## config.mk

```make
export PLATFORM = sky130hd
export DESIGN_NAME = uart_rx_cmd
export DESIGN_NICKNAME = d
export VERILOG_FILES = /design/src/rtl/uart_pkg.sv /design/src/rtl/uart_rx_core.sv /design/src/rtl/uart_rx_cmd.sv
export SDC_FILE = /design/constraint.sdc
export NUM_CORES = 1
export LEC_CHECK = 0
export BUFFER_PORTS_ARGS = -buffer_cell sky130_fd_sc_hd__buf_2
export CORE_MARGIN = 2
export CORE_UTILIZATION = 55
export DETAILED_ROUTE_END_ITERATION = 10
export GPL_TIMING_DRIVEN = 0
export PLACE_DENSITY = 0.86
export RECOVER_POWER = 25
export SYNTH_ARGS = -nofsm -noshare
export SYNTH_HDL_FRONTEND = slang
export SYNTH_SLANG_ARGS = --single-unit
```

## constraint.sdc

```tcl
create_clock -name hw_clk -period 2 [get_ports hw_clk]
set_input_delay 0.2 -clock hw_clk [delete_from_list [all_inputs] [get_ports hw_clk]]
set_output_delay 0.2 -clock hw_clk [all_outputs]
set_load 0.005 [all_outputs]
```

## src/rtl/uart_pkg.sv

```systemverilog
// Shared UART definitions: receiver FSM state encoding and the board baud constant.
// The transmit side reuses DEFAULT_CLKS_PER_BIT so both directions agree on the baud rate.
package uart_pkg;

  localparam int unsigned HW_CLK_HZ            = 12_000_000;
  localparam int unsigned BAUD_RATE            = 9600;
  localparam int unsigned DEFAULT_CLKS_PER_BIT = HW_CLK_HZ / BAUD_RATE;

  typedef enum logic [2:0] {
    RX_IDLE,
    RX_START,
    RX_DATA,
    RX_STOP,
    RX_WAIT_IDLE
  } rx_state_e;

endpackage

```

## src/rtl/uart_rx_core.sv

```systemverilog
// 8N1 receiver core: input synchronizer, mid-bit sampling FSM and LSB-first shift register.
// Delivers framed bytes with a one-cycle rx_valid, or a one-cycle frame_err on a low stop bit.
module uart_rx_core
  import uart_pkg::*;
#(
  parameter int unsigned CLKS_PER_BIT = DEFAULT_CLKS_PER_BIT,
  parameter int unsigned SYNC_STAGES  = 2
) (
  input  logic       hw_clk,
  input  logic       rst_n,
  input  logic       uartrx,
  output logic [7:0] rx_data,
  output logic       rx_valid,
  output logic       frame_err,
  output logic       busy
);

  localparam int unsigned      CNT_W         = $clog2(CLKS_PER_BIT);
  localparam logic [CNT_W-1:0] CNT_LAST      = CNT_W'(CLKS_PER_BIT - 1);
  localparam logic [CNT_W-1:0] CNT_HALF_LAST = CNT_W'(CLKS_PER_BIT / 2 - 1);

  logic [SYNC_STAGES-1:0] sync_q, sync_d;
  logic                   rx_s;
  rx_state_e              state_q, state_d;
  logic [CNT_W-1:0]       cnt_q, cnt_d;
  logic [2:0]             bit_idx_q, bit_idx_d;
  logic [7:0]             shift_q, shift_d;
  logic [7:0]             rx_data_q, rx_data_d;
  logic                   rx_valid_q, rx_valid_d;
  logic                   frame_err_q, frame_err_d;

  assign sync_d = {sync_q[SYNC_STAGES-2:0], uartrx};
  assign rx_s   = sync_q[SYNC_STAGES-1];

  always_comb begin
    // NOTE: every signal gets a default before the case so no path leaves it unassigned (no latches).
    state_d     = state_q;
    cnt_d       = cnt_q + 1'b1;
    bit_idx_d   = bit_idx_q;
    shift_d     = shift_q;
    rx_data_d   = rx_data_q;
    rx_valid_d  = 1'b0;
    frame_err_d = 1'b0;
    unique case (state_q)
      RX_IDLE: begin
        cnt_d = '0;
        if (!rx_s) state_d = RX_START;
      end
      RX_START: begin
        // Line must still be low at mid-start-bit, otherwise it was a glitch.
        if (cnt_q == CNT_HALF_LAST) begin
          cnt_d     = '0;
          bit_idx_d = '0;
          state_d   = rx_s ? RX_IDLE : RX_DATA;
        end
      end
      RX_DATA: begin
        if (cnt_q == CNT_LAST) begin
          cnt_d     = '0;
          shift_d   = {rx_s, shift_q[7:1]};
          bit_idx_d = bit_idx_q + 1'b1;
          if (bit_idx_q == 3'd7) state_d = RX_STOP;
        end
      end
      RX_STOP: begin
        // Returning to IDLE at mid-stop-bit lets a back-to-back start bit be caught.
        if (cnt_q == CNT_LAST) begin
          cnt_d = '0;
          if (rx_s) begin
            rx_data_d  = shift_q;
            rx_valid_d = 1'b1;
            state_d    = RX_IDLE;
          end else begin
            frame_err_d = 1'b1;
            state_d     = RX_WAIT_IDLE;
          end
        end
      end
      RX_WAIT_IDLE: begin
        cnt_d = '0;
        if (rx_s) state_d = RX_IDLE;
      end
      default: begin
        cnt_d   = '0;
        state_d = RX_IDLE;
      end
    endcase
  end

  // NOTE: sequential state uses non-blocking assignments so all flops update together at the edge.
  always_ff @(posedge hw_clk or negedge rst_n) begin
    if (!rst_n) begin
      sync_q      <= '1;
      state_q     <= RX_IDLE;
      cnt_q       <= '0;
      bit_idx_q   <= '0;
      shift_q     <= '0;
      rx_data_q   <= '0;
      rx_valid_q  <= 1'b0;
      frame_err_q <= 1'b0;
    end else begin
      sync_q      <= sync_d;
      state_q     <= state_d;
      cnt_q       <= cnt_d;
      bit_idx_q   <= bit_idx_d;
      shift_q     <= shift_d;
      rx_data_q   <= rx_data_d;
      rx_valid_q  <= rx_valid_d;
      frame_err_q <= frame_err_d;
    end
  end

  assign rx_data   = rx_data_q;
  assign rx_valid  = rx_valid_q;
  assign frame_err = frame_err_q;
  assign busy      = (state_q != RX_IDLE);

endmodule

```

## src/rtl/uart_rx_cmd.sv

```systemverilog
// UART command receiver: wraps uart_rx_core and turns CMD_ON/CMD_OFF bytes into a
// persistent cmd_level, flagging any other byte with cmd_unknown alongside rx_valid.
module uart_rx_cmd
  import uart_pkg::*;
#(
  parameter int unsigned CLKS_PER_BIT = DEFAULT_CLKS_PER_BIT,
  parameter int unsigned SYNC_STAGES  = 2,
  parameter logic [7:0]  CMD_ON       = 8'h31,
  parameter logic [7:0]  CMD_OFF      = 8'h30
) (
  input  logic       hw_clk,
  input  logic       rst_n,
  input  logic       uartrx,
  output logic [7:0] rx_data,
  output logic       rx_valid,
  output logic       frame_err,
  output logic       busy,
  output logic       cmd_level,
  output logic       cmd_unknown
);

  logic is_on, is_off;
  logic cmd_level_q, cmd_level_d;

  uart_rx_core #(
    .CLKS_PER_BIT (CLKS_PER_BIT),
    .SYNC_STAGES  (SYNC_STAGES)
  ) u_core (
    .hw_clk    (hw_clk),
    .rst_n     (rst_n),
    .uartrx    (uartrx),
    .rx_data   (rx_data),
    .rx_valid  (rx_valid),
    .frame_err (frame_err),
    .busy      (busy)
  );

  assign is_on  = (rx_data == CMD_ON);
  assign is_off = (rx_data == CMD_OFF);

  // Only rx_valid qualifies the decode, so a byte with a framing error never reaches it.
  always_comb begin
    cmd_level_d = cmd_level_q;
    if (rx_valid && is_on)       cmd_level_d = 1'b1;
    else if (rx_valid && is_off) cmd_level_d = 1'b0;
  end

  always_ff @(posedge hw_clk or negedge rst_n) begin
    if (!rst_n) cmd_level_q <= 1'b0;
    else        cmd_level_q <= cmd_level_d;
  end

  assign cmd_level   = cmd_level_q;
  assign cmd_unknown = rx_valid && !is_on && !is_off;

endmodule

```

# ---- Word level (Yosys, flattened, before mapping)
# Cells that the tools add are included.
# Widths: inputs -> output; s select.
dict set report word_totals {
  latchBits 0
  n_memories 0
  out_inout_bits 13
  register_bits 38
  ramBits 0
  rom_bits 0
}
dict set report op_classes {
  muxes 23
  n_shift 0
  bitwise_logic 0
  n_lt_le_gt_ge 0
  n_mul 0
  div 0
  n_addsub 2
  n_eq_ne 15
  reduce_logical 15
}
# cell count
set ops {}
lappend ops {{$mux 3} 9}
lappend ops {{$mux 11} 2}
lappend ops {{$pmux 11 s2} 1}
lappend ops {{$eq 8x6->1 const B} 2}
lappend ops {{$pmux 3 s5} 1}
lappend ops {{$add 11x1->11 const B} 1}
lappend ops {{$eq 11x10->1 const B} 1}
lappend ops {{$eq 11x11->1 const B} 1}
lappend ops {{$ne 2x1->1 const B} 5}
lappend ops {{$mux 1} 8}
lappend ops {{$eq 3x2->1 const B} 2}
lappend ops {{$eq 3x3->1 const B} 2}
lappend ops {{$pmux 3 s2} 1}
lappend ops {{$reduce_and 3->1} 2}
lappend ops {{$reduce_and 6->1} 1}
lappend ops {{$logic_and 1x1->1} 4}
lappend ops {{$reduce_bool 2->1} 2}
lappend ops {{$add 3x1->3 const B} 1}
lappend ops {{$eq 3x1->1 const B} 1}
lappend ops {{$logic_not 3->1} 1}
lappend ops {{$reduce_bool 3->1} 1}
lappend ops {{$logic_not 1->1} 2}
lappend ops {{$mux 2} 1}
lappend ops {{$ne 2x2->1 const B} 1}
lappend ops {{2 further kinds} 2}

# ---- Logic depth before layout (Yosys ltp)
# Gate-level depths: netlist (run 1).
dict set report logic_depth {
  ltp_word 4
  depth_mapped 7
}

# ---- By module
# From an unflattened synthesis (run 1), not the netlist that was laid out.
dict set report unflattened {
  hier_cells 139
  hier_area_um2 1770.4
}
# mod area_per_inst_um2 seq_area_each_um2 cells_per_inst n_inst
set modules_own_cells {}
lappend modules_own_cells {uart_rx_core 1692.9 928.4 132 1}
lappend modules_own_cells {uart_rx_cmd 77.6 25.0 7 1}

# ---- Worst setup path after synthesis (run 1)
# Ideal clock, no wire load.
dict set report synth_timing {
  path_kind {flip-flop to flip-flop}
  startpoint {register u_core.cnt_q[0]}
  endpoint {register u_core.rx_data_q[0], in the netlist u_core.rx_data[0]}
  t_arrival_ps 1499
  path_slack_ps 377
  setup_ps 125
  stages_incl_launch_ff 6
  path_cell_list {dfrtp_1 > ha_1 > and4bb_2 > and3_2 > nand3_4 > mux2_2}
}
dict set report synth_via {
  elab_chain_cells 2
}
# item line_no
set synth_rtl {}
lappend synth_rtl {{from (decl)} uart_rx_core.sv:25} ;# logic [CNT_W-1:0] cnt_q, cnt_d;
lappend synth_rtl {{from (signal assigned)} uart_rx_core.sv:104} ;# cnt_q <= cnt_d;
lappend synth_rtl {{$eq 11x11->1} uart_rx_core.sv:67} ;# if (cnt_q == CNT_LAST) begin
lappend synth_rtl {{$reduce_and 3->1 (no line)} -}
lappend synth_rtl {{to (signal assigned)} uart_rx_core.sv:107} ;# rx_data_q <= rx_data_d;
lappend synth_rtl {{to (decl)} uart_rx_core.sv:28} ;# logic [7:0] rx_data_q, rx_data_d;
# Every way passes these cells.
# A chain may end at the register's enable or synchronous reset.

# ---- Final worst setup path (run 1)
dict set report layout_timing {
  startpoint {register u_core.cnt_q[1]}
  endpoint {register u_core.shift_q[7]}
}
dict set report layout_via {
  elab_chain_cells 2
}
# item line_no
set layout_rtl {}
lappend layout_rtl {{$eq 11x11->1} uart_rx_core.sv:58} ;# if (cnt_q == CNT_LAST) begin
lappend layout_rtl {{$reduce_and 2->1 (no line)} -}
lappend layout_rtl {{to (signal assigned)} uart_rx_core.sv:106} ;# shift_q <= shift_d;
lappend layout_rtl {{to (decl)} uart_rx_core.sv:27} ;# logic [7:0] shift_q, shift_d;
# Every way passes these cells.

==> results of run 1 <==
-- per-layer routing --
metal / global-route usage / vias to the layer above
li1: - / 558
met1: 0.244 / 584
met2: 0.323 / 13
met3: 0.0576 / 6
met4: 0.0776 / 0
met5: 0 / -
-- registers in the layout (all words and copies together), names as in the netlist --
name / flops
cmd_level: 1
u_core.bit_idx_q: 3
u_core.cnt_q: 11
u_core.frame_err: 1
u_core.rx_data: 8
u_core.rx_valid: 1
u_core.shift_q: 8
u_core.state_q: 3
u_core.sync_q: 2
-- metrics by stage --
| step | cells | worst slack (ns) | util | instance area, sq um |
|---|---|---|---|---|
| 2_1_floorplan | 144 | 0.377 | - | 1770 |
| 3_3_place_gp | 203 | 0.255 | 0.621 | 1900 |
| 3_5_place_dp | 203 | 0.227 | 0.621 | 1900 |
| 4_1_cts | 213 | 0.196 | 0.664 | 2030 |
| 5_1_grt | 213 | 0.0954 | 0.664 | 2030 |
| 6_report | 213 | 0.204 | 0.664 | 2030 |
-- power groups by stage --
stage	logic [mW]	registers, mW	clock network, mW
finish	0.0260	0.772	0.669
CTS	0.0270	0.772	0.682
detailed placement	0.0240	0.787	0
floorplan	0.00557	0.787	0
global route	0.0293	0.773	0.722
global placement	0.0224	0.787	0
-- kinds of logic (layout without fill, tap and decap cells) --
kind of cell               count (synthesis)  in the layout  synth area share
AOI/OAI and AO/OA                         11             11            0.0524
xor gates and xnor gates                  10             10            0.0496
adders and majority gates                  5              5            0.0354
buffers and inverters                     10             35            0.0276
DFF                                       38             38             0.540
muxes                                     18             18             0.117
and+or+nand+nor                           52             52             0.178
-- worst paths after layout --
check,start,end,slack [ns],depth (start not counted)
hold / removal,u_core.sync_q[0],u_core.sync_q[1],0.35,0
setup / recovery,u_core.cnt_q[1],u_core.shift_q[7],0.20,6
max in group asynchronous,rst_n,u_core.rx_data[6],0.91,2
setup reg to reg,u_core.cnt_q[1],u_core.shift_q[7],0.20,6
hold reg to reg,u_core.sync_q[0],u_core.sync_q[1],0.35,0
min in group asynchronous,rst_n,u_core.cnt_q[1],0.52,2
-- synthesized netlist by cell type (all sizes together), types with 3 or more instances --
cell type,number,area [sq um]
a22o,3,26.3
buf,4,26.3
dfrtp,36,901
ha,5,62.6
inv,6,22.5
mux2,18,206
nand2,6,22.5
nand3,8,52.6
nand4,3,18.8
nor2,14,52.6
nor3,6,46.3
xnor2,4,35.0
xor2,6,52.6
-- layout make-up --
class / count / area share
sequential: 38 / 0.471
clock inverter: 2 / 0.0296
timing repair buffer: 17 / 0.0457
buffer: 4 / 0.0130
multi-input combinational: 96 / 0.377
clock buffer: 6 / 0.0253
tap: 44 / 0.0272
inverter: 6 / 0.0111
==> results.toml, run 1 <==
[outcome]
status = "finished, final reports clean"

[final_layout]
multi_input_area_sq_um = 764
most-common-layout-cells = "36 x dfrtp_1, 17 x mux2_2, 15 x buf_2"
num-fill-cells = 246
diodes = 0
nets = 176
post_route_cells_drive_above_1_share = 0.308
seq_area_sq_um = 953
area_growth_syn_to_layout_pct = 14.7
final_common_cell = "dfrtp_1"

[cts]
cts_sinks = 38
clockRootBuffer = "clkbuf_4"
hold_buffers = 2
ctsResizeCount = 0
cts_tree = "done"
numCtsBuffers = 5
post_cts_buffers = 0
clk_pin_slew_ns = 0.11
cts_htree_levels = 2
clk_latency_ns = 0.33
clockBufferDepth = 2

[sta]
maxSlewViolCount = 0
whs_ns = 0.353
period_share = 0.898
worst_slew_pin_slew_ns = 0.911
totalNegativeSetupSlack_ns = 0
period_minus_slack_ns = 1.80
maxSlewHeadroom = 0.392
grt_setup_unrepaired = "false"
max_freq_mhz = 557
finalClockSkew_ns = 0.0132
hold_viol = 0
setup_viol = 0

[critical_path]
worstPathMaxFanout = 10
start_kind = "flop"
path_cells = "inv_1, ha_1, and4bb_2, nand4_1, buf_2, mux2_2"
crit_arrival_ns = 2.02
slowest_delay_ns = 0.43
critPathKind = "flop to flop"
cp_slowest_cell = "dfrtp_1"
required_ns = 2.23
cp_top_family = "flip-flops"
cp_num_buf_inv = 2
crit_path_end_kind = "flop"

[power]
switchingPower_mw = 0.266
p_comb_frac = 0.018
leakagePower_nw = 0.993
p_int_mw = 1.20
power_frac_clock = 0.456
swShare = 0.181
pwr-share-seq = 0.526
finalPower_mw = 1.47
cellPowerDensity_mw_per_mm2 = 724
ir_worst_vdd_mv = 0.510

[synth]
synth_fp_nets = 152
synth.avg_cell_area_sq_um = 12.3
synth_warnings = 0
yosysUniqueCellTypes = 40
synth_edf_count = 0
async_flop_share = 1.00
yosysSeqAreaShare = 0.540
ys_ff_latch = 38
synthCells = 144
synth-main-ff-cell = "dfrtp_1"
netlist_area_sq_mm = 0.00177

[global_routing]
grt-ovfl-total = 0
grt_max_degree = 39
grt.total_usage = 0.196
grt_pass1_vias = 1104
antenna_found_initial = 0
grt_pass1_wl_mm = 5.19

[die]
die_y_um = 60.7
core_area_sq_mm = 0.00305
die_w_um = 60.7
start_util = 0.579
rows = 20
die_area_sq_mm = 0.00368
pin_count = 16

[placed_design]
place.gp.congestion = 0.745
hpwl_mm = 2.24
port_buffers = 15

[routing]
wl_met1_mm = 1.36
wl_per_cell_um = 14.4
post_drt_via_cell_ratio = 5.45
ant_nets = 0
drtPass1Iterations = 4
vias = 1161
route.met2.wl_mm = 1.60
totalWireLength_mm = 3.06
drc = 0
top_layer = "met4"
dr.first_iter.drc_count = 61
dr_wl_met3_um = 59

[hold_path]
holdCritPathClass = "flop to flop"

[run]
drv_cap = 0
Note: power is estimated with default switching activity, not from simulation.
==> inputs of run 2 (changes only) <==
Settings changed: CORE_ASPECT_RATIO set to 0.8.
==> run 2 against run 1 <==
The run now ends with max-capacitance violations, max-slew violations left; register-to-register slack worse by 0.09 ns; first-iteration DRC count grew 13%; clock-buffer cell count unchanged; sequential power hardly changed; core utilization decreased by 0.13 points; sequential cell count is the same; final cell count down 2.3%; global-route usage rose by 1.4 points; setup slack got worse by 0.092 ns; wire length rose by 11%; design area increased by 0.86%; sequential share of layout area fell by 0.40 points; critical path type unchanged; highest routed layer unchanged.
==> results.toml, run 2 (synthesis results as in run 1) <==
[final_layout]
most-common-layout-cells = "36 x dfrtp_1, 17 x buf_2, 17 x mux2_2"
nets = 175
post-route-util = 0.662
seq_area_sq_um = 953
top_register = "u_core.cnt_q"
final_common_cell = "dfrtp_1"
multi_input_area_sq_um = 764
num-fill-cells = 228
post_route_cells_drive_above_1_share = 0.315
largest_reg_flops = 11
area_growth_syn_to_layout_pct = 15.7
diodes = 0
final_area_sq_mm = 0.00204

[critical_path]
critPathKind = "flop to flop"
slowest_delay_ns = 0.44
timing.rr.start = "u_core.cnt_q[1]"
worstSetupStartpoint = "u_core.cnt_q[1]"
path_cells = "inv_1, ha_1, and4bb_2, nand4_1, buf_2, mux2_2"
required_ns = 2.18
crit_arrival_ns = 2.06
rrSetupSlack_ns = 0.11
reg2reg_depth = 6
worstPathMaxFanout = 10
cp_top_family = "flip-flops"
cp_num_buf_inv = 2
crit_path_end_kind = "flop"
cp_slowest_cell = "dfrtp_1"
r2r-end = "u_core.shift_q[7]"
start_kind = "flop"

[hold_path]
holdCritPathClass = "flop to flop"
hold_depth = 0
hold_end = "u_core.sync_q[1]"
hp-start = "u_core.sync_q[0]"

[global_routing]
antenna_found_initial = 0
grt_max_degree = 39
grt_pass1_wl_mm = 5.39
grt.total_usage = 0.210
grt_pass1_vias = 1165
grt-ovfl-total = 0

[cts]
clk_latency_ns = 0.29
clockBufferDepth = 2
cts_htree_levels = 2
post_cts_buffers = 0
cts_sinks = 38
clockRootBuffer = "clkbuf_8"
ctsResizeCount = 0
cts_tree = "done"
numCtsBuffers = 5
clk_pin_slew_ns = 0.07

[die]
rows = 18
start_util = 0.573
core_area_sq_mm = 0.00309
pin_count = 16
die_y_um = 54.7
die_area_sq_mm = 0.00368
die_w_um = 67.4

[routing]
vias = 1194
drc = 0
ant_nets = 0
totalWireLength_mm = 3.39
dr.first_iter.drc_count = 69
wl_per_cell_um = 16.3
drtPass1Iterations = 5
post_drt_via_cell_ratio = 5.74

[sta]
setup_viol = 0
totalNegativeSetupSlack_ns = 0
period_share = 0.944
max_freq_mhz = 530
grt_setup_unrepaired = "false"
maxSlewViolCount = 39
finalClockSkew_ns = 0.00623
worst_slew_pin_slew_ns = 1.93
maxSlewHeadroom = -0.285
hold_viol = 0
whs_ns = 0.364
period_minus_slack_ns = 1.89

[run]
drv_cap = 1

[power]
cellPowerDensity_mw_per_mm2 = 783
leakagePower_nw = 1.01
ir_worst_vdd_mv = 0.661

[outcome]
violations = "max-capacitance violations, max-slew violations"
status = "finished, violations left"

[placed_design]
hpwl_mm = 2.34
port_buffers = 15
place_area_sq_mm = 0.00189
place.gp.congestion = 0.787
[run 2: worst max path at each step]
| stage | end | slack, ns | cells after the start |
|---|---|---|---|
| floorplan | u_core.rx_data[0] | 0.38 | 5 |
| global placement | u_core.shift_q[5] | 0.23 | 5 |
| detailed placement | u_core.shift_q[4] | 0.19 | 6 |
| CTS | u_core.shift_q[4] | 0.14 | 6 |
| global route | u_core.state_q[1] | 0.04 | 1 |
| finish | u_core.shift_q[7] | 0.11 | 6 |
[run 2: final cells by class]
class / instances / share of cell area
Sequential cell: 38 / 0.467
Multi-Input combinational cell: 96 / 0.374
Timing Repair Buffer: 16 / 0.0410
Clock buffer: 6 / 0.0404
Clock inverter: 2 / 0.0294
Tap cell: 40 / 0.0245
Buffer: 4 / 0.0129
Inverter: 6 / 0.0110
[run 2: per-stage QoR]
| stage | instances | power [mW] | setup WS [ns] |
|---|---|---|---|
| after floorplan | 144 | 0.792 | 0.377 |
| after global placement | 199 | 0.809 | 0.230 |
| after detailed placement | 199 | 0.810 | 0.193 |
| after CTS | 208 | 1.61 | 0.141 |
| after global routing | 208 | 1.65 | 0.0370 |
| final | 208 | 1.60 | 0.113 |
[run 2: metal layers]
metal | global-route usage | routed length, um | up-vias
li1 | - | - | 555
met1 | 0.251 | 1520 | 606
met2 | 0.348 | 1650 | 26
met3 | 0.0617 | 130 | 7
met4 | 0.112 | 88 | 0
met5 | 0 | 0 | -
[run 2: worst register-to-register path: cells and delay by family (launching register included)]
family / cells / cell delay (ns)
AND/OR/NAND/NOR: 2 / 0.41
multiplexers: 1 / 0.37
buffers and inverters: 2 / 0.37
flip-flops: 1 / 0.44
adder cells (fa/ha/maj): 1 / 0.19
[run 2: report_power, final]
part	leakage (nW)	total [mW]	internal (mW)	switching, mW
clock	0.0714	0.805	0.532	0.273
combinational	0.427	0.0232	0.00479	0.0184
sequential	0.509	0.772	0.771	0.000449
total	1.01	1.60	1.31	0.292
[run 2: repair_timing]
item                                    in CTS  in global routing
hold endpoints to repair                     1                  0
endpoints found under the setup margin       0                  0
hold buffers                                 1                  0
